### src/rtl/pc_stack_sequencer.sv
// pc_stack_sequencer: fetch/execute phase, program counter and hardware return-address stack
module pc_stack_sequencer #(
    parameter int ADDR_W     = 12,
    parameter int DEPTH      = 4,
    parameter int RESET_ADDR = 0,
    localparam int SP_W      = $clog2(DEPTH + 1)
) (
    input  logic              clk,
    input  logic              reset,
    input  logic              stall,
    input  logic              incPC,
    input  logic              loadPC,
    input  logic              call,
    input  logic              ret,
    input  logic [ADDR_W-1:0] newaddr,
    output logic [ADDR_W-1:0] addr,
    output logic              phase,
    output logic [SP_W-1:0]   sp,
    output logic              empty,
    output logic              full,
    output logic [ADDR_W-1:0] top,
    output logic              overflow,
    output logic              underflow
);
    localparam int IDX_W = (DEPTH > 1) ? $clog2(DEPTH) : 1;

    logic [ADDR_W-1:0] r_addr;
    logic              r_phase;
    logic [SP_W-1:0]   r_sp;
    logic              r_ovf;
    logic              r_unf;
    logic [ADDR_W-1:0] r_stack [DEPTH];

    logic [ADDR_W-1:0] w_inc;
    logic [SP_W-1:0]   w_sp_m1;
    logic [IDX_W-1:0]  w_wr_idx;
    logic [IDX_W-1:0]  w_rd_idx;
    logic              w_empty;
    logic              w_full;
    logic [ADDR_W-1:0] w_top;

    // Next sequential address, stack indices and occupancy flags
    always_comb begin
        w_inc    = r_addr + ADDR_W'(1);
        w_sp_m1  = r_sp - SP_W'(1);
        w_wr_idx = r_sp[IDX_W-1:0];
        w_rd_idx = w_sp_m1[IDX_W-1:0];
        w_empty  = (r_sp == '0);
        w_full   = (r_sp == SP_W'(DEPTH));
        w_top    = w_empty ? '0 : r_stack[w_rd_idx];
    end

    // Phase toggles every unstalled edge; commands act only on the execute-phase edge
    always_ff @(posedge clk) begin
        if (reset) begin
            r_addr  <= ADDR_W'(RESET_ADDR);
            r_phase <= 1'b0;
            r_sp    <= '0;
            r_ovf   <= 1'b0;
            r_unf   <= 1'b0;
            for (int i = 0; i < DEPTH; i++) r_stack[i] <= '0;
        end else if (!stall) begin
            r_phase <= ~r_phase;
            if (r_phase) begin
                if (ret) begin
                    if (w_empty) begin
                        r_addr <= w_inc;
                        r_unf  <= 1'b1;
                    end else begin
                        r_addr <= w_top;
                        r_sp   <= w_sp_m1;
                    end
                end else if (call) begin
                    r_addr <= newaddr;
                    if (w_full) begin
                        r_ovf <= 1'b1;
                    end else begin
                        r_stack[w_wr_idx] <= w_inc;
                        r_sp              <= r_sp + SP_W'(1);
                    end
                end else if (loadPC) begin
                    r_addr <= newaddr;
                end else if (incPC) begin
                    r_addr <= w_inc;
                end
            end
        end
    end

    assign addr      = r_addr;
    assign phase     = r_phase;
    assign sp        = r_sp;
    assign empty     = w_empty;
    assign full      = w_full;
    assign top       = w_top;
    assign overflow  = r_ovf;
    assign underflow = r_unf;
endmodule

### config.mk
export PLATFORM = sky130hd
export DESIGN_NAME = pc_stack_sequencer
export DESIGN_NICKNAME = d
export VERILOG_FILES = /design/src/rtl/pc_stack_sequencer.sv
export SDC_FILE = /design/constraint.sdc
export NUM_CORES = 1
export LEC_CHECK = 0
export CAP_MARGIN = 15
export CORE_MARGIN = 2
export CORE_UTILIZATION = 50
export DETAILED_ROUTE_END_ITERATION = 10
export PLACE_DENSITY = 0.7
export REMOVE_ABC_BUFFERS = 1
export SLEW_MARGIN = 25
export SYNTH_ARGS = -nofsm -noshare
export SYNTH_HDL_FRONTEND = slang
export SYNTH_SLANG_ARGS = --single-unit
### constraint.sdc
create_clock -name clk -period 4.22 [get_ports clk]
set_input_delay 0.844 -clock clk [delete_from_list [all_inputs] [get_ports clk]]
set_output_delay 0.844 -clock clk [all_outputs]
set_load 0.1 [all_outputs]
==> flow_summary.json, run 1 <==
{
  "numCtsBuffers": 9,
  "p_switching_uw": 511,
  "crit_path_start_kind": "flip-flop",
  "reg2reg_depth": 6,
  "ys_seq_area_share_pct": 51.5,
  "track_usage_pct": 26.1,
  "fmax_mhz": 259,
  "crit_path_end_kind": "primary output",
  "p_leak_nw": 1.46,
  "start_util_pct": 51.5,
  "vdd.ir_drop.worst_uv": 260,
  "synthAdderAreaFrac_pct": 1.43,
  "synth_ff_type": "edfxtp_1",
  "power.density_nw_per_um2": 357,
  "min_from": "overflow$_SDFFE_PP0P_",
  "rsz0062_at_grt": "false",
  "rows": 30,
  "firstDrtPassIters": 5,
  "worst_clock_skew_ns": 0.0129,
  "crit_type": "reg -> out",
  "ys_ff_latch": 66,
  "synth_compound_area_share_pct": 13.3,
  "cts-hold-fix-buffers": 0,
  "finalWirelength_um": 9240,
  "yosys.area.top_type": "edfxtp_1",
  "ys_types": 55,
  "via_count": 2830,
  "hold_path.class": "reg -> reg",
  "final_layout_size_suffix_gt1_share_pct": 15.0,
  "period_share_pct": 91.4,
  "hold_slack_ns": 0.482,
  "overflow": 0,
  "reg2reg_from": "sp[1]$_SDFFE_PP0P_",
  "synthArstFlopShare_pct": 0,
  "final_cell_area_um2": 4340,
  "seqPwrFrac_pct": 47.9,
  "switching_share_pct": 32.9,
  "cp.arrival_ns": 3.01,
  "wl_per_cell_um": 19.4,
  "grt_pass1_vias": 2677,
  "cp.required_ns": 3.38,
  "ctsResizeCount": 0,
  "synth_area_um2": 3500,
  "die_width_um": 87.6,
  "cts_sinks": 66,
  "synthCells": 328,
  "postSynthAreaPerCell_um2": 10.7,
  "final_util_pct": 63.8,
  "muxShareOfSynthArea_pct": 8.16,
  "die_area_um2": 7680,
  "timing.max_slew.rel_slack_pct": 28.9,
  "place_area_um2": 4180,
  "numPortBuffers": 50,
  "ant_nets": 0,
  "whs_path_depth": 2,
  "synth_area_leaders": "edfxtp_1, dfxtp_1, nor2_1, mux4_2, a211oi_1",
  "finalHoldViolCount": 0,
  "grt_max_degree": 25,
  "synth_edf_count": 48,
  "cap_violations": 0,
  "place_ws_ns": 0.668,
  "slew_viol_final": 0,
  "cts_setup_buffers": 0,
  "cts_root_buf": "clkbuf_8",
  "fin_nets": 397,
  "clockBufferDepth": 2,
  "antenna_found_initial": 0,
  "gp_congestion": 0.839,
  "synth_top_family_by_area": "simple AND/OR/NAND/NOR gates",
  "path_clk_slew_ns": 0.08,
  "synth_xor_area_share_pct": 1.25,
  "io_pins": 51,
  "yosys_warnings": 0,
  "clock_latency_ns": 0.34,
  "finalWorstSetupSlack_ns": 0.362,
  "crit_path_start": "sp[1]$_SDFFE_PP0P_",
  "synthSimpleGateAreaFrac_pct": 19.7,
  "status": "finished clean",
  "netlist.area_leader.share_pct": 41.2,
  "clkPwrFrac_pct": 29.5,
  "drt_iter0_markers": 250,
  "worstPathMaxFanout": 19,
  "drcViolationCount": 0,
  "tightest_slew_ns": 1.06,
  "grt_pass1_wl_um": 14700,
  "syn_to_final_growth_pct": 24.0,
  "avgViaCountPerCell": 5.96,
  "setup-violations-final": 0,
  "antenna-diode-count": 0,
  "setup_tns_ns": 0,
  "htreeDepth": 3,
  "dp_hpwl_um": 6680,
  "die_h_um": 87.6,
  "period_needed_ns": 3.86,
  "cts_tree": "built",
  "comb_power_share_pct": 22.6,
  "internal-power_mw": 1.04,
  "coreArea_um2": 6790
}
==> through the flow <==
step / cells / power [mW]
after CTS: 475 / 1.55
after floorplan: 306 / 0.980
after global placement: 459 / 1.10
final: 475 / 1.55
after detailed placement: 459 / 1.10
after global routing: 475 / 1.61
==> metal layers <==
layer	part of all wire [%]	GRT usage [%]
met5	0	0
met4	1.6	9.65
met3	8.6	4.52
met2	44	36.1
met1	46	41.0
==> final timing paths <==
path	end	slack [ns]
hold / removal	overflow$_SDFFE_PP0P_	0.48
setup reg to reg	r_stack[2][5]$_SDFFCE_PN0P_	1.21
hold reg to reg	overflow$_SDFFE_PP0P_	0.48
setup / recovery	top[10]	0.36
==> kinds of logic (layout without fill, tap and decap cells) <==
group | after synthesis | count (layout)
adders and majority gates | 4 | 4
xor gates and xnor gates | 5 | 5
and+or+nand+nor | 142 | 142
muxes | 19 | 19
buffers and inverters | 31 | 82
AOI/OAI and AO/OA | 61 | 61
DFF | 66 | 66
==> power by group through the flow <==
stage	Clock [mW]	Combinational (mW)	Sequential, mW
CTS	0.455	0.350	0.742
finish	0.457	0.351	0.742
detailed placement	0	0.348	0.756
floorplan	0	0.159	0.821
global route	0.492	0.369	0.745
global placement	0	0.346	0.756
==> final cells by class <==
class	instances	area [µm²]
timing repair buffer	57	678
tap	96	120
inverter	9	33.8
sequential	66	1800
fill	517	2460
clock buffer	10	128
multi-input combinational	231	1540
clock inverter	6	33.8
==> synth_stat cells, types with 2 or more instances <==
cell type  count
a211o_1        2
dfxtp_1       18
mux2i_1        6
a21o_1         2
mux4_2         7
nor2_1        78
edfxtp_1      48
buf_1          2
ha_1           4
inv_1          7
nor3_1        10
o31a_1         3
clkbuf_1       7
and2_1        10
nor2b_1        2
nand2_1       10
or3_1          5
nor4_1         3
o211ai_1       3
a21oi_1        3
a211oi_1      13
o21ai_0       11
nand4_1        2
mux2_2         6
buf_2          8
buf_6          4
clkinv_1       2
xnor2_1        2
or3_4          3
nand3_1        5
a311o_1        3
nor3b_1        5
a311oi_1       6
a2111oi_0      5
xor2_1         3
==> registers in the layout, summed over array words and instances, names as in the netlist <==
signal     count
r_stack       48
addr          12
sp             3
overflow       1
phase          1
underflow      1
==> cells in the final DEF (no fill, tap or decap), types with 2 or more instances in the layout <==
cell             Yosys  layout
mux2_2               6       6
nor4_1               3       3
buf_12               0      13
xor2_1               3       3
o21ai_0             11      11
mux2i_1              6       6
nor3b_1              5       5
clkdlybuf4s50_1      0      35
xnor2_1              2       2
clkinv_2             0       2
a311oi_1             6       6
inv_1                7       7
clkinv_1             2       4
clkbuf_8             0       9
nor3_1              10      10
a2111oi_0            5       5
buf_4                1       9
or3_1                5       5
a211oi_1            13      13
nand4_1              2       2
mux4_2               7       7
a21o_1               2       2
or3_4                3       3
o211ai_1             3       3
ha_1                 4       4
a311o_1              3       3
nor2_1              78      78
o31a_1               3       3
nand3_1              5       5
dfxtp_1             18      18
a211o_1              2       2
edfxtp_1            48      48
nor2b_1              2       2
nand2_1             10      10
a21oi_1              3       3
o41ai_2              1       2
and2_1              10      10
==> worst max-delay path: stages, from the launching register on <==
cell      delay (ns)
dfxtp_1         0.44
inv_1           0.15
ha_1            0.26
nand2b_1        0.36
clkinv_1        0.64
a211oi_1        0.58
buf_12          0.24
Power figures use the tool's default switching activity.
==> inputs of run 2 (changes only) <==
Settings changed: GPL_TIMING_DRIVEN set to 1, PLACE_DENSITY 0.7 to not set, PLACE_DENSITY_LB_ADDON set to 0.12.
==> flow_summary.json, run 2 (synthesis results as in run 1) <==
{
  "reg2reg_depth": 6,
  "status": "finished clean",
  "cap_violations": 0,
  "slew_viol_final": 0,
  "avgViaCountPerCell": 6.09,
  "via_count": 2898,
  "die_h_um": 87.6,
  "grt_pass1_wl_um": 14600,
  "dp_hpwl_um": 6610,
  "tightest_slew_ns": 0.990,
  "rows": 30,
  "hold_path.class": "reg -> reg",
  "track_usage_pct": 26.1,
  "antenna-diode-count": 0,
  "final_cell_mix": "nor2_1, edfxtp_1, clkdlybuf4s50_1",
  "power.density_nw_per_um2": 382,
  "cts_setup_buffers": 0,
  "crit_path_end_kind": "primary output",
  "min_to": "underflow$_SDFFE_PP0P_",
  "grt_pass1_vias": 2660,
  "syn_to_final_growth_pct": 25.6,
  "cts-hold-fix-buffers": 0,
  "cts_sinks": 66,
  "period_needed_ns": 3.62,
  "whs_path_depth": 2,
  "largest_register": "r_stack",
  "period_share_pct": 85.9,
  "ctsResizeCount": 0,
  "timing.max_slew.rel_slack_pct": 33.8,
  "dp_cells": 460,
  "setup-violations-final": 0,
  "gp_congestion": 0.850,
  "cts_root_buf": "clkbuf_8",
  "cp.required_ns": 3.38,
  "htreeDepth": 3,
  "antenna_found_initial": 0,
  "finalWirelength_um": 9560,
  "hold_slack_ns": 0.480,
  "die_area_um2": 7680,
  "path_clk_slew_ns": 0.08,
  "final_layout_size_suffix_gt1_share_pct": 15.5,
  "clockBufferDepth": 2,
  "grt_max_degree": 25,
  "io_pins": 51,
  "fin_nets": 398,
  "coreArea_um2": 6790,
  "cp.arrival_ns": 2.78,
  "worst_clock_skew_ns": 0.0111,
  "finalNonFillerCells": 476,
  "reg2reg_from": "sp[1]$_SDFFE_PP0P_",
  "drcViolationCount": 0,
  "crit_type": "reg -> out",
  "cts_tree": "built",
  "min_from": "underflow$_SDFFE_PP0P_",
  "start_util_pct": 51.5,
  "p_leak_nw": 1.49,
  "firstDrtPassIters": 6,
  "largest_reg_flops": 48,
  "worstPathMaxFanout": 10,
  "ff2ff_setup_slack_ns": 1.16,
  "die_width_um": 87.6,
  "finalHoldViolCount": 0,
  "ant_nets": 0,
  "clock_latency_ns": 0.36,
  "drt_iter0_markers": 255,
  "overflow": 0,
  "crit_path_start_kind": "flip-flop",
  "fmax_mhz": 276,
  "numPortBuffers": 50,
  "layout_commonest_cell": "nor2_1",
  "rsz0062_at_grt": "false",
  "vdd.ir_drop.worst_uv": 239,
  "numCtsBuffers": 9,
  "wl_per_cell_um": 20.1,
  "reg2reg_to": "r_stack[0][8]$_SDFFCE_PN0P_"
}
run 2: worst max-delay path, stage by stage, from the launching register on:
cell and delay (ns):
dfxtp_1 0.45, inv_1 0.18, ha_1 0.65, buf_4 0.29
mux2_2 0.19, nor2_1 0.04, a211oi_1 0.39, buf_12 0.23
run 2: area by class of cell:
type	instances	area [µm²]
multi-input cells	231	1540
fillers	543	2400
clock inverters	6	81.3
clock buffers	10	128
repair buffers	58	686
flip-flops and latches	66	1800
well taps	96	120
inverters	9	33.8
run 2: worst max-delay path by stage:
stage               slack, ns  cells past startpoint                      endpoint                from
finish                   0.60                      7                       top[10]  sp[1]$_SDFFE_PP0P_
global route             0.53                      7                       top[10]  sp[1]$_SDFFE_PP0P_
CTS                      0.63                      7                       top[10]  sp[1]$_SDFFE_PP0P_
detailed placement       0.66                      5  r_stack[0][11]$_SDFFCE_PN0P_                call
global placement         0.70                      5   r_stack[0][3]$_SDFFCE_PN0P_                call
floorplan               -2.41                      5                       top[10]  sp[0]$_SDFFE_PP0P_
run 2: metal layers:
layer,GRT usage [%],wire length (µm),vias to the layer above
met5,0,0,-
met4,9.23,148,0
met3,5.56,854,17
met2,37.7,4200,147
met1,39.0,4360,1415
li1,-,-,1319
run 2: stage by stage:
stage	setup TNS (ns)	power (mW)	util (%)	cell area [µm²]	worst slack (ns)
final	0	1.68	64.7	4390	0.597
after global routing	0	1.73	64.7	4390	0.528
after CTS	0	1.67	64.7	4390	0.628
after detailed placement	0	1.11	61.6	4180	0.662
after global placement	0	1.10	61.6	4180	0.705
after floorplan	-20.96	0.980	-	3370	-2.41
run 2: report_power, final:
part | switching [mW] | internal, mW | total, mW | leakage (nW)
Combinational | 0.240 | 0.113 | 0.353 | 0.744
Clock | 0.254 | 0.329 | 0.582 | 0.104
Sequential | 0.0237 | 0.720 | 0.743 | 0.643
